## src/rtl/traffic_pkg.sv

```systemverilog
// traffic_pkg: lamp codes, controller phase encoding and lamp decode helpers
// shared by the intersection controller and the existing light block.
package traffic_pkg;

   localparam logic [2:0] LAMP_RED    = 3'b000;
   localparam logic [2:0] LAMP_GREEN  = 3'b001;
   localparam logic [2:0] LAMP_YELLOW = 3'b010;

   // Phase encoding is also driven on the debug phase port.
   typedef enum logic [2:0] {
      NS_GREEN  = 3'd0,
      NS_YELLOW = 3'd1,
      ALLRED_A  = 3'd2,
      EW_GREEN  = 3'd3,
      EW_YELLOW = 3'd4,
      ALLRED_B  = 3'd5,
      WALK      = 3'd6
   } phase_e;

   // North-south lamp for a given phase; red everywhere not listed.
   function automatic logic [2:0] ns_lamp(input phase_e st);
      case (st)
         NS_GREEN:  return LAMP_GREEN;
         NS_YELLOW: return LAMP_YELLOW;
         default:   return LAMP_RED;
      endcase
   endfunction

   // East-west lamp for a given phase; red everywhere not listed.
   function automatic logic [2:0] ew_lamp(input phase_e st);
      case (st)
         EW_GREEN:  return LAMP_GREEN;
         EW_YELLOW: return LAMP_YELLOW;
         default:   return LAMP_RED;
      endcase
   endfunction

endpackage

```

## src/rtl/phase_timer.sv

```systemverilog
// phase_timer: per-phase cycle counter. Cleared on reset or on a phase change,
// otherwise counts up and saturates so it can never wrap. o_done flags the
// last cycle of the current phase (count equals the supplied limit).
module phase_timer #(
   parameter int TW = 4
) (
   input  logic          clk,
   input  logic          rst,
   input  logic          i_clr,
   input  logic [TW-1:0] i_limit,
   output logic [TW-1:0] o_count,
   output logic          o_done
);

   logic [TW-1:0] r_count;

   // Count cycles spent in the current phase, restarting at 0 on every entry.
   always_ff @(posedge clk) begin
      if (rst || i_clr) begin
         r_count <= '0;
      end else if (r_count != {TW{1'b1}}) begin
         r_count <= r_count + 1'b1;
      end
   end

   assign o_count = r_count;
   assign o_done  = (r_count == i_limit);

endmodule

```

## src/rtl/intersection_ctrl.sv

```systemverilog
// intersection_ctrl: two-way traffic light controller with demand-shortened
// north-south green. Optional pedestrian walk phase is built in when the
// macro INTERSECTION_PED_WALK_EN is defined; otherwise ped_req is ignored
// and walk is tied low.
module intersection_ctrl
   import traffic_pkg::*;
#(
   parameter int GREEN_MIN = 4,
   parameter int GREEN_MAX = 8,
   parameter int YELLOW_T  = 2,
   parameter int ALLRED_T  = 1,
   parameter int WALK_T    = 3
) (
   input  logic       clk,
   input  logic       rst,
   input  logic       car_ew,
   input  logic       ped_req,
   output logic [2:0] ns_light,
   output logic [2:0] ew_light,
   output logic       walk,
   output logic [2:0] phase
);

   localparam int MAX_1 = (GREEN_MAX > GREEN_MIN) ? GREEN_MAX : GREEN_MIN;
   localparam int MAX_2 = (YELLOW_T > ALLRED_T) ? YELLOW_T : ALLRED_T;
   localparam int MAX_3 = (MAX_1 > MAX_2) ? MAX_1 : MAX_2;
   localparam int MAX_P = (MAX_3 > WALK_T) ? MAX_3 : WALK_T;
   localparam int TW    = $clog2(MAX_P + 1);

   // Last-cycle timer values for each phase length.
   localparam logic [TW-1:0] GMIN_L = TW'(GREEN_MIN - 1);
   localparam logic [TW-1:0] GMAX_L = TW'(GREEN_MAX - 1);
   localparam logic [TW-1:0] YEL_L  = TW'(YELLOW_T - 1);
   localparam logic [TW-1:0] ARED_L = TW'(ALLRED_T - 1);
`ifdef INTERSECTION_PED_WALK_EN
   localparam logic [TW-1:0] WALK_L = TW'(WALK_T - 1);
`endif

   phase_e        r_state;
   phase_e        w_next_state;
   logic [2:0]    r_ns_light;
   logic [2:0]    r_ew_light;
   logic [TW-1:0] w_count;
   logic [TW-1:0] w_limit;
   logic          w_done;
   logic          w_ped_pending;

   phase_timer #(.TW(TW)) u_timer (
      .clk     (clk),
      .rst     (rst),
      .i_clr   (w_next_state != r_state),
      .i_limit (w_limit),
      .o_count (w_count),
      .o_done  (w_done)
   );

`ifdef INTERSECTION_PED_WALK_EN
   logic r_ped_pending;
   logic r_walk;

   // Latch a pedestrian press until the walk phase is actually entered.
   always_ff @(posedge clk) begin
      if (rst) begin
         r_ped_pending <= 1'b0;
      end else if (r_state == ALLRED_B && w_next_state == WALK) begin
         r_ped_pending <= 1'b0;
      end else if (ped_req) begin
         r_ped_pending <= 1'b1;
      end
   end

   assign w_ped_pending = r_ped_pending;
   assign walk          = r_walk;
`else
   logic w_unused_ped;
   assign w_unused_ped  = ped_req;
   assign w_ped_pending = 1'b0;
   assign walk          = 1'b0;
`endif

   // Select the final timer value of the current phase.
   always_comb begin
      w_limit = '0;
      case (r_state)
         NS_GREEN:  w_limit = GMAX_L;
         NS_YELLOW: w_limit = YEL_L;
         ALLRED_A:  w_limit = ARED_L;
         EW_GREEN:  w_limit = GMIN_L;
         EW_YELLOW: w_limit = YEL_L;
         ALLRED_B:  w_limit = ARED_L;
`ifdef INTERSECTION_PED_WALK_EN
         WALK:      w_limit = WALK_L;
`endif
         default:   w_limit = '0;
      endcase
   end

   // Next-phase selection; unknown encodings fall back to all-red.
   always_comb begin
      w_next_state = r_state;
      case (r_state)
         NS_GREEN:
            if (w_done || (w_count >= GMIN_L && (car_ew || w_ped_pending)))
               w_next_state = NS_YELLOW;
         NS_YELLOW: if (w_done) w_next_state = ALLRED_A;
         ALLRED_A:  if (w_done) w_next_state = EW_GREEN;
         EW_GREEN:  if (w_done) w_next_state = EW_YELLOW;
         EW_YELLOW: if (w_done) w_next_state = ALLRED_B;
`ifdef INTERSECTION_PED_WALK_EN
         ALLRED_B:  if (w_done) w_next_state = w_ped_pending ? WALK : NS_GREEN;
         WALK:      if (w_done) w_next_state = NS_GREEN;
`else
         ALLRED_B:  if (w_done) w_next_state = NS_GREEN;
`endif
         default:   w_next_state = ALLRED_B;
      endcase
   end

   // Phase register with lamp outputs registered alongside it, so lamps
   // always reflect the phase register exactly.
   always_ff @(posedge clk) begin
      if (rst) begin
         r_state    <= ALLRED_B;
         r_ns_light <= LAMP_RED;
         r_ew_light <= LAMP_RED;
`ifdef INTERSECTION_PED_WALK_EN
         r_walk     <= 1'b0;
`endif
      end else begin
         r_state    <= w_next_state;
         r_ns_light <= ns_lamp(w_next_state);
         r_ew_light <= ew_lamp(w_next_state);
`ifdef INTERSECTION_PED_WALK_EN
         r_walk     <= (w_next_state == WALK);
`endif
      end
   end

   assign ns_light = r_ns_light;
   assign ew_light = r_ew_light;
   assign phase    = r_state;

endmodule

```

## config.mk

```make
export PLATFORM = sky130hd
export DESIGN_NAME = intersection_ctrl
export DESIGN_NICKNAME = d
export VERILOG_FILES = /design/src/rtl/traffic_pkg.sv /design/src/rtl/phase_timer.sv /design/src/rtl/intersection_ctrl.sv
export SDC_FILE = /design/constraint.sdc
export NUM_CORES = 1
export LEC_CHECK = 0
export ABC_AREA = 0
export BUFFER_PORTS_ARGS = -buffer_cell sky130_fd_sc_hd__buf_2
export CAP_MARGIN = 20
export CORE_MARGIN = 2
export CORE_UTILIZATION = 35
export DETAILED_ROUTE_END_ITERATION = 8
export PLACE_DENSITY_LB_ADDON = 0.2
export SYNTH_ARGS = -nofsm -noshare
export SYNTH_HDL_FRONTEND = slang
export SYNTH_SLANG_ARGS = --single-unit
```

## constraint.sdc

```tcl
create_clock -name clk -period 1.6 [get_ports clk]
set_input_delay 0.24 -clock clk [delete_from_list [all_inputs] [get_ports clk]]
set_output_delay 0.24 -clock clk [all_outputs]
set_load 0.02 [all_outputs]
```

======== Word level (Yosys, flattened, before mapping) ========
Cells that the tools add are included.
cells by class
  $add $sub $neg .......................... 1
  $lt $le $gt $ge ......................... 1
  equal/unequal tests ..................... 11
  mux-type cells .......................... 10
  reductions and logical operators ........ 6
operators by type and width
  kind                 count
  $mux 3               6
  $pmux 3 s6           1
  $eq 3x2->1 const B   3
  $eq 3x3->1 const B   3
  $pmux 3 s3           1
  $pmux 2 s2           2
  $eq 3x1->1 const B   2
  $logic_not 3->1      2
  $add 4x1->4 const B  1
  $eq 4x3->1           1
  $ge 4x2->1 const B   1
  $ne 4x4->1 const B   1
  $ne 3x3->1           1
  $logic_or 1x1->1     2
  $reduce_or 2->1      1
  $logic_and 1x1->1    1
storage, ports and cells
  register bits ........................... 13
  word-level logic and storage cells ...... 33

======== Logic depth before layout (Yosys ltp) ========
Gate-level depths: netlist of the first run.
  depth in word-level cells ............... 9
  depth in mapped cells ................... 5

======== Modules after synthesis ========
A second synthesis of the first run with hierarchy kept.
unflattened totals
  cell total of the unflattened synthesis .. 70
  area total of the unflattened synthesis .. 656.9 sq um
by module, submodules not included
  module             times used  cells an instance  area each (sq um)  sequential area each (sq um)
  intersection_ctrl  1           45                 411.6              140.1
  phase_timer        1           25                 245.2              80.1

======== Worst setup path after synthesis of the first run ========
OpenSTA, ideal clock, no wires.
  path type ............................... register to register
  start point ............................. register r_state[0], in the netlist phase[0]
  end point ............................... register r_ew_light[1], in the netlist ew_light[1]
  setup time .............................. 125 ps
  arrival ................................. 1,514 ps
  slack ................................... -40 ps
  stages on the path, launching flop included .. 6
  buffers on the path ..................... 1
  cell sequence ........................... dfxtp_1 > buf_6 > or3b_1 > o311a_1 > o211ai_1 > o22ai_1
between the ends
  word-level cells in the longest chain between the ends .. 9
ends and longest elaborated chain
  element                                   line                                               text
  start, declared                           intersection_ctrl.sv:39                            phase_e r_state;
  start signal, assigned                    intersection_ctrl.sv:130                           r_state <= w_next_state;
  $eq 3x3->1 or $eq 3x1->1 (tied branches)  intersection_ctrl.sv:84, intersection_ctrl.sv:101
  $reduce_or 2->1 (no line)                 n/a
  $pmux 3 s3                                intersection_ctrl.sv:84                            case (r_state)
  $eq 4x3->1                                phase_timer.sv:27                                  assign o_done = (r_count == i_limit);
  $logic_or 1x1->1                          intersection_ctrl.sv:103                           if (w_done || (w_count >= GMIN_L && (car_ew || w_ped_pending)))
  $mux 3                                    intersection_ctrl.sv:103
  $pmux 3 s6 *                              intersection_ctrl.sv:101                           case (r_state)
  $eq 3x3->1 or $eq 3x2->1 (tied branches)  traffic_pkg.sv:31                                  case (st)
  $pmux 2 s2 *                              traffic_pkg.sv:31
  end signal, assigned                      intersection_ctrl.sv:132                           r_ew_light <= ew_lamp(w_next_state);
  end, declared                             intersection_ctrl.sv:42                            logic [2:0] r_ew_light;
Every way passes the cells marked *; elsewhere a longest branch is shown, timed or not.
A chain may end at the register's enable or synchronous reset.

======== Worst setup path in the final report of the first run ========
  start point ............................. register u_timer.r_count[2], in the netlist u_timer.o_count[2]
  end point ............................... register r_ew_light[1], in the netlist ew_light[1]
between the ends
  word-level cells in the longest chain between the ends .. 7
ends and longest elaborated chain
  element                                   line                      text
  start, declared                           phase_timer.sv:15         logic [TW-1:0] r_count;
  start signal, assigned                    phase_timer.sv:22         r_count <= r_count + 1'b1;
  $ge 4x2->1                                intersection_ctrl.sv:103
  $logic_and 1x1->1                         intersection_ctrl.sv:103
  $logic_or 1x1->1                          intersection_ctrl.sv:103
  $mux 3                                    intersection_ctrl.sv:103
  $pmux 3 s6 *                              intersection_ctrl.sv:101
  $eq 3x3->1 or $eq 3x2->1 (tied branches)  traffic_pkg.sv:31
  $pmux 2 s2 *                              traffic_pkg.sv:31
Marks and branches as above.

==> flow_metrics.tcl, run 1 <==
set metrics [dict create \
    fill_cells 211 \
    synthMuxAreaShare 0.0269 \
    synthXorXnorAreaFrac 0.0354 \
    pwr-share-seq 0.274 \
    holdPathStages 3 \
    slowest_stage "or3b_1" \
    final_area_um2 863 \
    hold_ws_ps 269 \
    htree_levels 1 \
    final_max_slew_viol_count 0 \
    met1_length_um 767 \
    power_mw 1.63 \
    worstPathRequired_ps 1750 \
    clkLatencyLatePin_ps 270 \
    fp.dieH_um 50.1 \
    pin_count 14 \
    drc 0 \
    routedWlPerCell_um 12.8 \
    placed_cells 122 \
    worstPathArrival_ps 1670 \
    clkPwrFrac 0.115 \
    avgSynthCellArea_um2 8.74 \
    crit_end "ew_light[1]" \
    reg2reg_to "ew_light[1]" \
    first_pass_iters 4 \
    cp-start-kind "flop" \
    skew_ps 4.71 \
    p_int_mw 0.897 \
    grt_pass1_vias 612 \
    vias_per_cell 5.36 \
    io_buffers 9 \
    synth_cells 85 \
    drv_cap 0 \
    synth_cell_type_count 38 \
    yosys.area.top_type_share 0.296 \
    grt_max_degree 13 \
    antenna_found_initial 0 \
    fin_crit_ps 1520 \
    run_status "complete, no violations" \
    synthTopCellsByCount "dfxtp_1 (11), inv_1 (7), nand2_1 (6), o21ai_0 (6), nor3_1 (5)" \
    p_sw_frac 0.451 \
    synth_most_common_cell "dfxtp_1" \
    worstReg2RegStart "u_timer.o_count[2]" \
    multi_input_area_um2 444 \
    place_area_um2 815 \
    start_util 0.375 \
    cts-root-buf "clkbuf_4" \
    grt_pass1_wl_um 2730 \
    wl_um 1620 \
    hold_violations 0 \
    ys_seq_elements 11 \
    synthSimpleGateAreaFrac 0.227 \
    crit_family "compound AO/OA/AOI/OAI gates" \
    critical_path_peak_fanout 12 \
    syn_to_final_growth_pct 16.2 \
    finalSetupViolCount 0 \
    stdcell_count 127 \
    crit_chain "or3b_1 -> o311a_1 -> o211ai_1 -> o22ai_1" \
    fp.dieW_um 50.1 \
    gp_congestion 0.755 \
    synth_top_cell_by_area "dfxtp_1" \
    fin_util 0.436 \
    worstSetupPathDepth 4 \
    layout-drive-gt1-share 0.300 \
    path_clk_slew_ps 70 \
    p_comb_frac 0.611 \
    cts_tree "done" \
    finalNetCount 106 \
    grt_overflow 0 \
    wl_met3_um 88 \
    num_rows 16 \
    ys_async_sr_fraction 0 \
    finalSetupTns_ps 0 \
    synth-seq-area-share 0.296 \
    setup.worst_path.start "u_timer.o_count[2]" \
    clock_sinks 11 \
    finalCritPeriodShare 0.953 \
    place_ws_ps 1.54 \
    hold_buffers 0 \
    setup_slack_ps 75.8 \
    end_kind "flop" \
    p_sw_mw 0.737 \
    cts_buffers 3 \
    hpwl_um 1230 \
    clk_path_buf_depth 2 \
    synth-compound-area-share 0.264 \
    final-seq-area_um2 228 \
    yosys_warnings 0 \
    cp_slowest_stage_delay_ps 410 \
    hp-class "input port to flop" \
    drtIter0Drc 19 \
    coreArea_um2 1980 \
    ant_nets 0 \
    power-per-cell-area_nw_per_um2 1890 \
    synth_edf_count 0 \
    synth_area_leaders "dfxtp_1 (30%), buf_6 (4.5%), o21ai_0 (4.0%), buf_4 (4.0%), inv_1 (3.5%)" \
    top_layer_used "met3" \
    route.met2.wl_um 766 \
    fmax_mhz 656 \
    cp.buffers_inverters 0 \
    rsz0062_at_grt "no" \
    path_class "flop to flop" \
    r2r.worst_path.cells 4 \
    leakagePower_nw 0.353 \
    reg2reg_slack_ps 80 \
    vias 681 \
    syn-cell-area_um2 743 \
    irDropWorstVdd_mv 0.816 \
    synthAdderAreaFrac 0.0168 \
    synth_top_family_by_area "compound AO/OA/AOI/OAI gates" \
    die_area_um2 2510 \
    synth_flop_cell "dfxtp_1" \
    globalRouteTotalUtil 0.144 \
    hp-start "rst" \
    insertedDiodeCount 0 \
]
area by class of cell:
| cell class | count | share of cell area |
|---|---|---|
| multi-input cells | 61 | 0.514 |
| clock buffers | 4 | 0.0304 |
| inverters | 7 | 0.0304 |
| repair buffers | 17 | 0.122 |
| flip-flops and latches | 11 | 0.264 |
| well taps | 27 | 0.0391 |
state kept, by name, summed over array words and instances, names as in the netlist:
register / flops
ew_light: 2
u_timer.o_count: 4
phase: 3
ns_light: 2
layout by cell type, fill, tap and decap left out, drive strengths merged, types with 2 or more instances in the layout:
cell    count
a211oi      2
a21oi       2
buf        17
clkbuf      4
conb        3
dfxtp      11
inv         7
mux2i       2
nand2       6
nand2b      2
nand3       4
nor2        2
nor3        5
nor4        3
o21ai       6
o22ai       2
or3b        2
xnor2       2
worst min path at each step:
stage	endpoint	slack, ps
2_1_floorplan	phase[2]	350
6_report	phase[2]	270
3_3_place_gp	phase[2]	530
4_1_cts	phase[2]	260
3_5_place_dp	phase[2]	530
5_1_grt	phase[2]	280
power by group through the flow:
stage	Combinational, mW	Clock [mW]	Sequential, mW
CTS	0.966	0.193	0.452
global placement	0.965	0	0.448
floorplan	0.708	0	0.478
detailed placement	0.963	0	0.453
global route	1.10	0.210	0.469
finish	0.998	0.187	0.448
metal layers:
layer	up-vias	track usage
met3	0	0.0606
met5	-	0
met4	0	0.0231
met1	317	0.192
li1	342	-
met2	22	0.217
cell families (layout without fill, tap and decap cells):
logic type               count (synthesis)  count (layout)
AO/OA/AOI/OAI                           24              24
XOR/XNOR                                 3               3
adder cells (fa/ha/maj)                  1               1
buffers and inverters                   15              28
flip-flops                              11              11
multiplexers                             2               2
other                                    1               3
AND/OR/NAND/NOR                         28              28
worst min-delay path, delay by kind of cell:
family | cells | cell delay [ps]
simple gates | 1 | 70
buf+inv | 2 | 190
what timing repair did:
item	CTS	global route
setup buffers	0	1
pin swaps	0	2
resized for setup	1	5
endpoints found under the setup margin	1	9
No activity file was read; power rests on OpenSTA's default activity.
==> run 2: changes to the inputs <==
--- a/config.mk
+++ b/config.mk
@@ -6,7 +6,7 @@
 export NUM_CORES = 1
 export LEC_CHECK = 0
 export ABC_AREA = 0
-export BUFFER_PORTS_ARGS = -buffer_cell sky130_fd_sc_hd__buf_2
+export BUFFER_PORTS_ARGS = -buffer_cell sky130_fd_sc_hd__clkbuf_2
 export CAP_MARGIN = 20
 export CORE_MARGIN = 2
 export CORE_UTILIZATION = 35
@@ -14,4 +14,5 @@
 export PLACE_DENSITY_LB_ADDON = 0.2
 export SYNTH_ARGS = -nofsm -noshare
 export SYNTH_HDL_FRONTEND = slang
+export SYNTH_HIERARCHICAL = 1
 export SYNTH_SLANG_ARGS = --single-unit
==> flow_metrics.tcl, run 2 <==
set metrics [dict create \
    run_status "finished, violations left" \
    violations "setup timing" \
    drtIter0Drc 13 \
    path_clk_slew_ps 80 \
    critical_path_peak_fanout 6 \
    synth_cells 70 \
    avgSynthCellArea_um2 9.38 \
    synth_top_cell_by_area "dfxtp_1" \
    globalRouteTotalUtil 0.137 \
    cts_tree "done" \
    hpwl_um 910 \
    gp_congestion 0.736 \
    p_sw_frac 0.405 \
    finalNetCount 96 \
    yosys.area.top_type_share 0.335 \
    io_buffers 9 \
    hold_violations 0 \
    fill_cells 168 \
    yosys_warnings 6 \
    clkPwrFrac 0.131 \
    met2_usage 0.176 \
    hp-class "input port to flop" \
    syn-cell-area_um2 657 \
    power_mw 1.47 \
    synth-seq-area-share 0.335 \
    r2r.worst_path.cells 8 \
    use_met3 0.0615 \
    first_pass_iters 4 \
    irDropWorstVdd_mv 1.02 \
    grt_pass1_vias 474 \
    finalSetupViolCount 7 \
    wl_um 1260 \
    grt_overflow 0 \
    final_max_slew_viol_count 0 \
    fmax_mhz 599 \
    p_comb_frac 0.582 \
    setup_slack_ps -70.2 \
    path_class "flop to flop" \
    leakagePower_nw 0.371 \
    cp-start-kind "flop" \
    ys_async_sr_fraction 0 \
    clk_path_buf_depth 2 \
    clkLatencyLatePin_ps 280 \
    postCtsSetupRepairBufs 0 \
    synth_cell_type_count 33 \
    skew_ps 6.61 \
    ys_seq_elements 11 \
    fp.dieW_um 47.3 \
    synthTopCellsByCount "dfxtp_1 (11), a21oi_1 (5), xor2_1 (5)" \
    cts-root-buf "clkbuf_4" \
    pwr-share-seq 0.286 \
    layout_commonest_cell "buf_4" \
    vias_per_cell 4.88 \
    synth_flop_cell "dfxtp_1" \
    hold_ws_ps 241 \
    drv_cap 0 \
    cts_buffers 3 \
    routedWlPerCell_um 10.9 \
    worstPathArrival_ps 1840 \
    synth_area_leaders "dfxtp_1 (34%), buf_6 (6.9%), xor2_1 (6.7%), a21oi_1 (3.8%), buf_4 (3.4%)" \
    layout-drive-gt1-share 0.478 \
    largest_reg_flops 4 \
    synth_edf_count 0 \
    antenna_found_initial 0 \
    coreArea_um2 1750 \
    vias 561 \
    insertedDiodeCount 0 \
    syn_to_final_growth_pct 27.8 \
    hold_buffers 0 \
    pin_count 14 \
    fp.dieH_um 47.3 \
    end_kind "flop" \
    fin_crit_ps 1670 \
    finalCritPeriodShare 1.04 \
    worstPathRequired_ps 1770 \
    p_sw_mw 0.596 \
    p_int_mw 0.876 \
    ant_nets 0 \
    clock_sinks 11 \
    grt_pass1_wl_um 2070 \
    use_met1 0.190 \
    htree_levels 1 \
    busiest_layer "met1" \
    final_cell_mix "buf_4 (12), clkbuf_2 (9), dfxtp_1 (8), xor2_1 (5)" \
    synth_most_common_cell "dfxtp_1" \
    start_util 0.376 \
    drc 0 \
    num_rows 15 \
    holdPathStages 3 \
    power-per-cell-area_nw_per_um2 1750 \
    rsz0062_at_grt "yes" \
    grt_max_degree 12 \
    die_area_um2 2240 \
]
-- run 2: what timing repair did --
action | 4_1_cts | 5_1_grt
setup endpoints to repair | 10 | 11
gates resized for setup | 3 | 6
pin swaps | 4 | 4
-- run 2: critical path, cell delays in order (launching register included) --
cell and delay (ps):
dfxtp_4 380, mux2i_2 230, xor2_1 90, nor4_1 260
buf_4 190, a21oi_2 40, nand2_2 70, nor3b_1 50
mux2_4 270
-- run 2: cell type report --
class,count,area (um^2),share of cell area
Timing Repair Buffer,21,135,0.161
Clock inverter,1,5.00,0.00596
Tap cell,25,31.3,0.0373
Multi-Input combinational cell,54,417,0.496
Clock buffer,3,22.5,0.0268
Sequential cell,11,229,0.273
-- run 2: path summary, 6_finish.rpt --
check | slack (ps) | from | endpoint
max | -70 | phase[0] | u_timer/o_count[1]
min | 240 | car_ew | ns_light[1]
max reg2reg | -70 | phase[0] | u_timer/o_count[1]
min reg2reg | 620 | u_timer/o_count[3] | u_timer/o_count[3]
-- run 2: logic make-up after synthesis --
| logic type | after synthesis | share of synthesized area |
|---|---|---|
| muxes | 2 | 0.0324 |
| AOI/OAI and AO/OA | 14 | 0.156 |
| xor gates and xnor gates | 7 | 0.0933 |
| other | 1 | 0.00571 |
| buffers and inverters | 8 | 0.124 |
| DFF | 11 | 0.335 |
| adders and majority gates | 1 | 0.0190 |
| and+or+nand+nor | 26 | 0.234 |
-- run 2: stage by stage --
step / cells / worst slack (ps) / setup TNS, ps / area [um^2] / utilization
2_1_floorplan: 73 / -178 / -931 / 693 / -
3_3_place_gp: 111 / -72.4 / -225 / 778 / 0.446
3_5_place_dp: 111 / -105 / -398 / 778 / 0.446
4_1_cts: 115 / -95.1 / -438 / 818 / 0.469
5_1_grt: 115 / -224 / -1780 / 840 / 0.481
6_report: 115 / -70.2 / -241 / 840 / 0.481
-- run 2: power by group through the flow --
stage / logic, mW / registers [mW] / clock network [mW]
floorplan: 0.529 / 0.487 / 0
global placement: 0.777 / 0.426 / 0
detailed placement: 0.787 / 0.426 / 0
CTS: 0.805 / 0.423 / 0.207
global route: 0.949 / 0.433 / 0.218
finish: 0.858 / 0.421 / 0.193
-- run 2: routing by layer --
layer,wire length (um),vias to the layer above
met5,0,-
met4,13,0
met2,535,13
li1,-,286
met1,632,260
met3,77,2
